[config.mk]
export PLATFORM = sky130hd
export DESIGN_NAME = regfile_writeback
export DESIGN_NICKNAME = d
export VERILOG_FILES = /design/src/rtl/regfile_writeback.sv
export SDC_FILE = /design/constraint.sdc
export NUM_CORES = 1
export LEC_CHECK = 0
export BUFFER_PORTS_ARGS = -buffer_cell sky130_fd_sc_hd__buf_2
export CAP_MARGIN = 20
export CORE_UTILIZATION = 40
export DETAILED_ROUTE_END_ITERATION = 16
export MAX_ROUTING_LAYER = met4
export PLACE_DENSITY = 0.65
export SLEW_MARGIN = 20
export SYNTH_ARGS = -nofsm -noshare
export SYNTH_HDL_FRONTEND = slang
export SYNTH_SLANG_ARGS = --single-unit
export TNS_END_PERCENT = 100
[constraint.sdc]
create_clock -name clk -period 3.3 [get_ports clk]
set_input_delay 0.66 -clock clk [delete_from_list [all_inputs] [get_ports clk]]
set_output_delay 0.66 -clock clk [all_outputs]
set_load 0.03 [all_outputs]
[src/rtl/regfile_writeback.sv]
// regfile_writeback: owns the single write port of the 32x32 register file.
// ALU results (single cycle) and load returns (buffered in a FIFO) share one
// registered write stream. A pending-load scoreboard lets decode stall on
// registers whose load has not yet been written back.
//
// Ports:
//   clk, rst                      clock, asynchronous active-high reset
//   alu_valid_i/alu_ready_o       ALU result handshake, alu_rd_i/alu_data_i payload
//   mem_valid_i/mem_ready_o       load return handshake, mem_rd_i/mem_data_i payload
//   issue_en_i/issue_rd_i         load issue, marks issue_rd_i pending
//   rs1/rs2_addr_i, rs1/rs2_busy_o scoreboard lookup for decode
//   wr_en_o/rd_addr_o/data_o      registered register file write port
//   fifo_count_o                  load buffer occupancy
module regfile_writeback #(
    parameter int unsigned FIFO_DEPTH   = 4,
    parameter int unsigned STARVE_LIMIT = 3
) (
    input  logic                                 clk,
    input  logic                                 rst,
    input  logic                                 alu_valid_i,
    output logic                                 alu_ready_o,
    input  logic [4:0]                           alu_rd_i,
    input  logic [31:0]                          alu_data_i,
    input  logic                                 mem_valid_i,
    output logic                                 mem_ready_o,
    input  logic [4:0]                           mem_rd_i,
    input  logic [31:0]                          mem_data_i,
    input  logic                                 issue_en_i,
    input  logic [4:0]                           issue_rd_i,
    input  logic [4:0]                           rs1_addr_i,
    input  logic [4:0]                           rs2_addr_i,
    output logic                                 rs1_busy_o,
    output logic                                 rs2_busy_o,
    output logic                                 wr_en_o,
    output logic [4:0]                           rd_addr_o,
    output logic [31:0]                          data_o,
    output logic [$clog2(FIFO_DEPTH+1)-1:0]      fifo_count_o
);

    localparam int unsigned PW = $clog2(FIFO_DEPTH);
    localparam int unsigned CW = $clog2(FIFO_DEPTH + 1);
    localparam int unsigned SW = $clog2(STARVE_LIMIT + 1);

    logic [4:0]    rd_mem   [FIFO_DEPTH];
    logic [31:0]   data_mem [FIFO_DEPTH];
    logic [PW-1:0] wr_ptr_q, wr_ptr_d;
    logic [PW-1:0] rd_ptr_q, rd_ptr_d;
    logic [CW-1:0] count_q, count_d;
    logic [SW-1:0] starve_q, starve_d;
    logic [31:0]   pending_q, pending_d;
    logic          wr_en_q, wr_en_d;
    logic [4:0]    rd_addr_q, rd_addr_d;
    logic [31:0]   data_q, data_d;

    logic fifo_empty, fifo_full;
    logic push, pop, alu_win;
    logic [4:0]  head_rd;
    logic [31:0] head_data;

    assign fifo_empty = (count_q == '0);
    assign fifo_full  = (count_q == CW'(FIFO_DEPTH));
    assign head_rd    = rd_mem[rd_ptr_q];
    assign head_data  = data_mem[rd_ptr_q];

    // ALU is held off only while a queued load has already lost too many times.
    assign alu_ready_o = !(!fifo_empty && starve_q == SW'(STARVE_LIMIT));
    assign mem_ready_o = !fifo_full;
    assign alu_win     = alu_valid_i && alu_ready_o;
    assign pop         = !alu_win && !fifo_empty;
    // Push depends only on current occupancy, so a full FIFO refuses even when popping.
    assign push        = mem_valid_i && mem_ready_o;

    always_comb begin
        wr_ptr_d  = wr_ptr_q;
        rd_ptr_d  = rd_ptr_q;
        count_d   = count_q;
        starve_d  = starve_q;
        pending_d = pending_q;
        wr_en_d   = 1'b0;
        rd_addr_d = rd_addr_q;
        data_d    = data_q;

        if (push) wr_ptr_d = wr_ptr_q + PW'(1);
        if (pop)  rd_ptr_d = rd_ptr_q + PW'(1);
        if (push && !pop) count_d = count_q + CW'(1);
        if (pop && !push) count_d = count_q - CW'(1);

        if (fifo_empty || pop) begin
            starve_d = '0;
        end else if (alu_win && starve_q != SW'(STARVE_LIMIT)) begin
            starve_d = starve_q + SW'(1);
        end

        if (alu_win) begin
            wr_en_d   = (alu_rd_i != 5'd0);
            rd_addr_d = alu_rd_i;
            data_d    = alu_data_i;
        end else if (pop) begin
            wr_en_d   = (head_rd != 5'd0);
            rd_addr_d = head_rd;
            data_d    = head_data;
        end

        // Clear first so a same-cycle issue to the same register wins.
        if (pop) pending_d[head_rd] = 1'b0;
        if (issue_en_i) pending_d[issue_rd_i] = 1'b1;
        pending_d[0] = 1'b0;
    end

    always_ff @(posedge clk or posedge rst) begin
        if (rst) begin
            wr_ptr_q  <= '0;
            rd_ptr_q  <= '0;
            count_q   <= '0;
            starve_q  <= '0;
            pending_q <= '0;
            wr_en_q   <= 1'b0;
            rd_addr_q <= 5'd0;
            data_q    <= 32'd0;
        end else begin
            wr_ptr_q  <= wr_ptr_d;
            rd_ptr_q  <= rd_ptr_d;
            count_q   <= count_d;
            starve_q  <= starve_d;
            pending_q <= pending_d;
            wr_en_q   <= wr_en_d;
            rd_addr_q <= rd_addr_d;
            data_q    <= data_d;
        end
    end

    // Storage needs no reset; occupancy is tracked by the pointers and count.
    always_ff @(posedge clk) begin
        if (push) begin
            rd_mem[wr_ptr_q]   <= mem_rd_i;
            data_mem[wr_ptr_q] <= mem_data_i;
        end
    end

    assign rs1_busy_o   = pending_q[rs1_addr_i];
    assign rs2_busy_o   = pending_q[rs2_addr_i];
    assign wr_en_o      = wr_en_q;
    assign rd_addr_o    = rd_addr_q;
    assign data_o       = data_q;
    assign fifo_count_o = count_q;

endmodule
==> out/qor.log, run 1 <==
INFO  global_route   overall_routing_resource_usage=17.6%
INFO  die            die-height=156um
INFO  sta            timing_max_transition_violations_final=0
INFO  global_route   overflow=0
INFO  clocking       cts_made_buffers=23
INFO  setup_path     startpoint_type=input port
INFO  outcome        run_status=finished clean
INFO  power_and_ir_drop share_clk_of_total_power=25.7%
INFO  clocking       cts.sink_count=226
INFO  die            design.core.area=0.0234mm^2
INFO  synthesis      ys_seq_elements=226
INFO  setup_path     cp_data_required_time=2640ps
INFO  place          post_dp_cell_area=0.0106mm^2
INFO  sta            slew_headroom=48.3%
INFO  power_and_ir_drop design_internal_power=6920uW
INFO  routing        drt-initial-drc-count=335
INFO  setup_path     crit_path_max_fanout=9
INFO  place          hpwl=13900um
INFO  global_route   antenna_found_initial=5
INFO  setup_path     crit_path_end_kind=primary output
INFO  sta            tmin_final=2960ps
INFO  layout         drive_gt1_share=33.5%
INFO  synthesis      synth_area_per_cell=15.5um^2
INFO  layout         final_design_area_no_fill=0.0114mm^2
INFO  layout         finish.cell_count_without_fillers=1103
INFO  clocking       clk_path_buf_depth=3
INFO  power_and_ir_drop ir_worst_vdd=0.443mV
INFO  synthesis      synthDominantAreaCellType=sky130_fd_sc_hd__edfxtp_1
INFO  setup_path     worst-endpoint-arrival=2300ps
INFO  synthesis      post_synth_arst_share=34.5%
INFO  sta            hold_viol=0
INFO  synthesis      post_synth_num_cell_types=43
INFO  routing        detail-route-antenna-nets=0
INFO  job            maxCapViolCount=0
INFO  sta            finalClockSkew=6.92ps
INFO  routing        route.detailed.vias_per_inst=5.16
INFO  power_and_ir_drop switching_portion_of_total_power=33.9%
INFO  global_route   first_global_vias=5765
INFO  layout         layout.nets=864
INFO  synthesis      syn-instance-count=613
INFO  synthesis      ys_warnings=0
INFO  clocking       cts_htree_levels=1
INFO  layout         num-fill-cells=2056
INFO  clocking       tritoncts_clock_tree=built
INFO  global_route   grt_pass1_wl=32100um
INFO  synthesis      synth_flop_cell=sky130_fd_sc_hd__edfxtp_1
INFO  sta            fin_setup_tns=0ps
INFO  power_and_ir_drop power.sequential.fraction=42.1%
INFO  synthesis      number_of_flops_mapped_to_enable_cells_by_yosys=148
INFO  place          routabilityCongestion=0.856
INFO  die            design.die.area=0.0244mm^2
INFO  routing        detail_route.drc_violations=0
INFO  routing        via_count=5686
INFO  synthesis      post_synth_main_area_contributors=sky130_fd_sc_hd__edfxtp_1 47%, sky130_fd_sc_hd__dfrtp_1 20%, sky130_fd_sc_hd__mux4_2 12%
INFO  die            die-width=156um
INFO  sta            finalCritPeriodShare=89.7%
INFO  synthesis      synth_nets=714
INFO  setup_path     r2r_start=rd_ptr_q[0]
INFO  routing        detailedRoute.firstPassIterationCount=4
INFO  die            rows=56
INFO  power_and_ir_drop power.switching=3540uW
INFO  clocking       clockRootBuffer=sky130_fd_sc_hd__clkbuf_16
INFO  routing        postRouteWirelength=20500um
INFO  power_and_ir_drop power.density_cell_area=914mW/mm^2
INFO  clocking       resize_count_post_cts=0
INFO  place          dp.cells=1057
INFO  sta            grt_setup_unrepaired=no
INFO  synthesis      area_share_of_the_largest_cell_type_after_synthesis=46.6%
INFO  synthesis      synth.yosys.seq_area_share=67.1%
INFO  worst_hold_path min_path_type=input port to async pin
INFO  clocking       insertion_delay_of_the_later_clocked_pin_in_the_worst_skew_pair=490ps
INFO  die            num_io_pins=139
INFO  sta            setup_violations=0
INFO  sta            transition_time_at_the_pin_with_the_least_slew_margin=773ps
INFO  routing        drt-wirelength-per-cell=18.6um
INFO  setup_path     crit_path_start=rs2_addr_i[1]
INFO  synthesis      netlist_area=0.00953mm^2
INFO  clocking       holdBufCountCts=0
INFO  setup_path     classification_of_the_worst_setup_path=input port to primary output
INFO  place          portBuffers=138
INFO  clocking       post-cts-setup-buffer-count=0
INFO  sta            fmax=338MHz
INFO  power_and_ir_drop leakage=0.00442uW
INFO  die            floorplan.initialDensity=40.7%
INFO  power_and_ir_drop power_frac_comb=32.2%
INFO  layout         area_growth_syn_to_layout=20.2%
INFO  global_route   grt_start_max_net_pins=79
INFO  clocking       clkSlewWorstSetupHoldPaths=70ps
[path summary, 6_finish.rpt]
check / to / slack, ps / depth (start not counted)
max in group asynchronous: rd_ptr_q[0] / 2680 / 3
setup reg to reg: pending_q[11] / 980 / 5
hold reg to reg: starve_q[0] / 440 / 1
setup / recovery: rs2_busy_o / 340 / 5
min in group clk: data_mem[0][23] / 380 / 1
hold / removal: pending_q[9] / 240 / 3
[synth_stat cells (3+ instances only)]
| library cell | instances |
|---|---|
| sky130_fd_sc_hd__nand2_1 | 99 |
| sky130_fd_sc_hd__mux4_2 | 51 |
| sky130_fd_sc_hd__o21ai_0 | 47 |
| sky130_fd_sc_hd__nand3_1 | 4 |
| sky130_fd_sc_hd__nor2b_1 | 10 |
| sky130_fd_sc_hd__nor2_1 | 11 |
| sky130_fd_sc_hd__a211oi_1 | 5 |
| sky130_fd_sc_hd__edfxtp_1 | 148 |
| sky130_fd_sc_hd__or3b_1 | 3 |
| sky130_fd_sc_hd__buf_2 | 12 |
| sky130_fd_sc_hd__nand3b_1 | 5 |
| sky130_fd_sc_hd__or4_1 | 4 |
| sky130_fd_sc_hd__o21ai_1 | 16 |
| sky130_fd_sc_hd__dfrtp_1 | 78 |
| sky130_fd_sc_hd__and3_1 | 6 |
| sky130_fd_sc_hd__nor3b_1 | 5 |
| sky130_fd_sc_hd__nand4_1 | 4 |
| sky130_fd_sc_hd__nor3_1 | 3 |
| sky130_fd_sc_hd__xnor2_1 | 3 |
| sky130_fd_sc_hd__clkbuf_1 | 16 |
| sky130_fd_sc_hd__inv_1 | 9 |
| sky130_fd_sc_hd__xor2_1 | 3 |
| sky130_fd_sc_hd__ha_1 | 6 |
| sky130_fd_sc_hd__mux2_2 | 3 |
| sky130_fd_sc_hd__o22ai_1 | 5 |
| sky130_fd_sc_hd__mux2i_1 | 33 |
[power by group through the flow]
stage	logic [uW]	clock network [uW]	registers (uW)
floorplan	2010	0	4770
global placement	3370	0	4430
detailed placement	3430	0	4450
CTS	3450	2750	4410
global route	3700	2860	4500
finish	3370	2690	4400
[per-layer routing]
metal	up-vias	share of wire, %	wire (um)	GRT usage, %
met3	28	7.0	1430	4.21
li1	2653	-	-	-
met4	0	1.3	270	3.78
met1	2841	42	8540	22.0
met2	164	50	10200	29.3
met5	-	0	0	-
[cells by family after synthesis]
kind of cell             after synthesis  share of synthesized area, %
flip-flops                           226                          67.1
AND/OR/NAND/NOR                      168                          8.82
multiplexers                          87                          15.9
AO/OA/AOI/OAI                         80                          4.85
buffers and inverters                 39                          1.77
adder cells (fa/ha/maj)                7                         0.998
XOR/XNOR                               6                         0.552
[sequential cells by signal (all words and copies together), names as in the netlist]
register / count
wr_en_o: 1
rd_addr_o: 5
data_o: 32
data_mem: 128
rd_mem: 20
rd_ptr_q: 2
pending_q: 31
fifo_count_o: 3
starve_q: 2
wr_ptr_q: 2
[final cells by class]
| class | count | area (um^2) | area share (%) |
|---|---|---|---|
| diodes | 5 | 12.5 | 0.109 |
| clock buffers | 25 | 603 | 5.27 |
| clock inverters | 16 | 190 | 1.66 |
| inverters | 9 | 35.0 | 0.306 |
| multi-input cells | 348 | 2980 | 26.0 |
| flip-flops and latches | 226 | 6400 | 55.9 |
| well taps | 319 | 399 | 3.49 |
| repair buffers | 155 | 831 | 7.26 |
[worst max-delay path, stage by stage]
cell	delay (ps)
sky130_fd_sc_hd__buf_2	240
sky130_fd_sc_hd__mux4_2	530
sky130_fd_sc_hd__and4b_1	190
sky130_fd_sc_hd__or4_1	490
sky130_fd_sc_hd__buf_2	190
[through the flow]
step / total power (uW) / worst slack, ps / utilization (%) / hold WS (ps)
CTS: 10600 / 319 / 48.9 / 270
floorplan: 6770 / 387 / - / 419
detailed placement: 7890 / 323 / 45.5 / 442
finish: 10500 / 339 / 48.9 / 245
global route: 11100 / 217 / 48.9 / 271
global placement: 7810 / 326 / 45.5 / 440
[layout by cell type, fill, tap and decap left out, types with 6 or more instances in the layout]
cell                        netlist  final
sky130_fd_sc_hd__o21ai_1         16     16
sky130_fd_sc_hd__o21ai_0         47     47
sky130_fd_sc_hd__nand2_1         99     98
sky130_fd_sc_hd__buf_4            0     16
sky130_fd_sc_hd__edfxtp_1       148    148
sky130_fd_sc_hd__nor2b_1         10     10
sky130_fd_sc_hd__mux2i_1         33     33
sky130_fd_sc_hd__inv_1            9      8
sky130_fd_sc_hd__clkbuf_16        0     23
sky130_fd_sc_hd__mux4_2          51     51
sky130_fd_sc_hd__ha_1             6      6
sky130_fd_sc_hd__clkinv_2         0      7
sky130_fd_sc_hd__buf_2           12    138
sky130_fd_sc_hd__nor2_1          11     11
sky130_fd_sc_hd__dfrtp_1         78     76
Power figures use the tool's default switching activity.
==> inputs of run 2 (changes only) <==
==> constraint.sdc (replaced) <==
create_clock -name clk -period 3.3 [get_ports clk]
set_input_delay 0.66 -clock clk [delete_from_list [all_inputs] [get_ports clk]]
set_output_delay 0.66 -clock clk [all_outputs]
set_load 0.02 [all_outputs]
==> out/qor.log, run 2 (same netlist as run 1, synthesis figures left out) <==
INFO  setup_path     classification_of_the_worst_setup_path=input port to primary output [unchanged]
INFO  global_route   overflow=0 [unchanged]
INFO  power_and_ir_drop leakage=0.00441uW [was 0.00442 uW]
INFO  sta            setup_violations=0 [unchanged]
INFO  power_and_ir_drop power.sequential.fraction=42.5% [was 42.1%]
INFO  die            die-width=156um [unchanged]
INFO  layout         finish.cell_count_without_fillers=1100 [was 1103]
INFO  setup_path     crit_path_end_kind=primary output [unchanged]
INFO  routing        detail_route.drc_violations=0 [unchanged]
INFO  clocking       tritoncts_clock_tree=built [unchanged]
INFO  setup_path     r2r_start=rd_ptr_q[0] [unchanged]
INFO  die            die-height=156um [unchanged]
INFO  job            maxCapViolCount=0 [unchanged]
INFO  setup_path     rrSetupSlack=1000ps [was 980 ps]
INFO  routing        route.detailed.vias_per_inst=5.17 [was 5.16]
INFO  clocking       clkSlewWorstSetupHoldPaths=60ps [was 70 ps]
INFO  place          place_worst_setup_slack=332ps [was 323 ps]
INFO  global_route   grt_pass1_wl=32400um [was 32100 um]
INFO  power_and_ir_drop switching_portion_of_total_power=32.3% [was 33.9%]
INFO  power_and_ir_drop share_clk_of_total_power=27.3% [was 25.7%]
INFO  layout         largest-register=data_mem [unchanged]
INFO  layout         area_growth_syn_to_layout=20.4% [was 20.2%]
INFO  clocking       cts_made_buffers=23 [unchanged]
INFO  global_route   antenna_found_initial=4 [was 5]
INFO  routing        drt-wirelength-per-cell=18.7um [was 18.6 um]
INFO  die            design.die.area=0.0244mm^2 [unchanged]
INFO  outcome        run_status=finished clean [unchanged]
INFO  global_route   first_global_vias=5839 [was 5765]
INFO  layout         layout_common_cells=148 x sky130_fd_sc_hd__edfxtp_1, 138 x sky130_fd_sc_hd__buf_2, 98 x sky130_fd_sc_hd__nand2_1, 76 x sky130_fd_sc_hd__dfrtp_1, 51 x sky130_fd_sc_hd__mux4_2 [unchanged]
INFO  place          post_dp_cell_area=0.0106mm^2 [about the same]
INFO  die            rows=56 [unchanged]
INFO  setup_path     worstReg2RegEnd=pending_q[11] [unchanged]
INFO  routing        detail-route-antenna-nets=0 [unchanged]
INFO  sta            fmax=337MHz [was 338 MHz]
INFO  place          hpwl=14000um [was 13900 um]
INFO  sta            tmin_final=2970ps [was 2960 ps]
INFO  routing        detailedRoute.firstPassIterationCount=4 [unchanged]
INFO  layout         largest_register_ffs=128 [unchanged]
INFO  clocking       resize_count_post_cts=0 [unchanged]
INFO  power_and_ir_drop ir_worst_vdd=0.646mV [was 0.443 mV]
INFO  clocking       holdBufCountCts=0 [unchanged]
INFO  die            floorplan.initialDensity=40.7% [unchanged]
INFO  place          dp.cells=1055 [was 1057]
INFO  clocking       cts_htree_levels=1 [unchanged]
INFO  clocking       post-cts-setup-buffer-count=0 [unchanged]
INFO  sta            transition_time_at_the_pin_with_the_least_slew_margin=723ps [was 773 ps]
INFO  routing        postRouteWirelength=20500um [about the same]
INFO  global_route   overall_routing_resource_usage=17.7% [was 17.6%]
INFO  clocking       cts.sink_count=226 [unchanged]
INFO  global_route   grt_start_max_net_pins=49 [was 79]
INFO  power_and_ir_drop power.density_cell_area=903mW/mm^2 [was 914 mW/mm^2]
INFO  setup_path     worst_r2r_path_depth=5 [unchanged]
INFO  power_and_ir_drop power_frac_comb=30.3% [was 32.2%]
INFO  clocking       insertion_delay_of_the_later_clocked_pin_in_the_worst_skew_pair=500ps [was 490 ps]
INFO  power_and_ir_drop power.switching=3350uW [was 3540 uW]
INFO  place          routabilityCongestion=0.873 [was 0.856]
INFO  die            design.core.area=0.0234mm^2 [unchanged]
INFO  clocking       clk_path_buf_depth=3 [unchanged]
INFO  sta            hold_viol=0 [unchanged]
INFO  layout         final_design_area_no_fill=0.0115mm^2 [was 0.0114 mm^2]
INFO  setup_path     crit_path_max_fanout=9 [unchanged]
INFO  worst_hold_path min_path_type=input port to async pin [unchanged]
INFO  place          portBuffers=138 [unchanged]
INFO  die            num_io_pins=139 [unchanged]
INFO  sta            finalCritPeriodShare=89.9% [was 89.7%]
INFO  clocking       clockRootBuffer=sky130_fd_sc_hd__clkbuf_16 [unchanged]
INFO  setup_path     cp_data_required_time=2640ps [about the same]
INFO  layout         drive_gt1_share=33.5% [about the same]
INFO  routing        via_count=5682 [was 5686]
INFO  power_and_ir_drop design_internal_power=7020uW [was 6920 uW]
INFO  routing        drt-initial-drc-count=353 [was 335]
INFO  sta            finalClockSkew=9.01ps [was 6.92 ps]
INFO  layout         layout.nets=862 [was 864]
INFO  setup_path     startpoint_type=input port [unchanged]
INFO  sta            grt_setup_unrepaired=no [unchanged]
INFO  layout         layout_commonest_cell=sky130_fd_sc_hd__edfxtp_1 [unchanged]
INFO  sta            slew_headroom=51.6% [was 48.3%]
INFO  sta            timing_max_transition_violations_final=0 [unchanged]
INFO  sta            layout_setup_ws=334ps [was 339 ps]
INFO  sta            fin_setup_tns=0ps [unchanged]
INFO  setup_path     worst-endpoint-arrival=2310ps [was 2300 ps]
## run 2: cell types whose count changed in the layout (fill, tap and decap cells not counted), moves of 2 or more
cell / delta
sky130_fd_sc_hd__buf_4: -2
sky130_fd_sc_hd__clkinv_1: -2
sky130_fd_sc_hd__clkinv_2: -5
sky130_fd_sc_hd__clkinvlp_4: +4
## run 2: per-stage QoR
| stage | utilization, % | hold WS [ps] | power, uW |
|---|---|---|---|
| after floorplan | - | 419 | 6570 |
| after global placement | 45.4 | 441 | 7590 |
| after detailed placement | 45.4 | 446 | 7660 |
| after CTS | 49.0 | 222 | 10500 |
| after global routing | 49.0 | 250 | 10900 |
| final | 49.0 | 218 | 10400 |
## run 2: worst max path at each step
stage             startpoint          to  slack [ps]  cells after the start
2_1_floorplan  rs1_addr_i[2]  rs1_busy_o         440                      5
3_5_place_dp   rs1_addr_i[1]  rs1_busy_o         330                      6
5_1_grt        rs2_addr_i[1]  rs2_busy_o         200                      6
4_1_cts        rs1_addr_i[1]  rs1_busy_o         320                      6
6_report       rs1_addr_i[1]  rs1_busy_o         330                      6
3_3_place_gp   rs1_addr_i[1]  rs1_busy_o         350                      5
## run 2: worst max-delay path, stage by stage
cell                        delay, ps
sky130_fd_sc_hd__buf_2            240
sky130_fd_sc_hd__mux2_2           370
sky130_fd_sc_hd__a221oi_1         230
sky130_fd_sc_hd__a2111oi_0        100
sky130_fd_sc_hd__or4_1            530
sky130_fd_sc_hd__buf_2            180
## run 2: power by group through the flow
stage / clock [uW] / sequential (uW) / combinational (uW)
final: 2830 / 4400 / 3140
after global routing: 2990 / 4490 / 3450
after CTS: 2900 / 4400 / 3210
after detailed placement: 0 / 4450 / 3210
after global placement: 0 / 4440 / 3150
after floorplan: 0 / 4570 / 1990
## run 2: layer usage
| layer | share of wire (%) | up-vias | track usage (%) | routed length (um) |
|---|---|---|---|---|
| met3 | 6.7 | 24 | 4.29 | 1390 |
| met5 | 0 | - | - | 0 |
| met4 | 1.3 | 0 | 3.45 | 265 |
| li1 | - | 2653 | - | - |
| met1 | 43 | 2847 | 22.7 | 8920 |
| met2 | 48 | 158 | 28.8 | 9950 |
## run 2: layout make-up
cell class	instances	area [um^2]
fill	2055	11900
sequential	226	6400
multi-input combinational	348	2980
timing repair buffer	153	816
clock buffer	27	621
tap	319	399
clock inverter	14	218
inverter	9	35.0
antenna	4	10.0
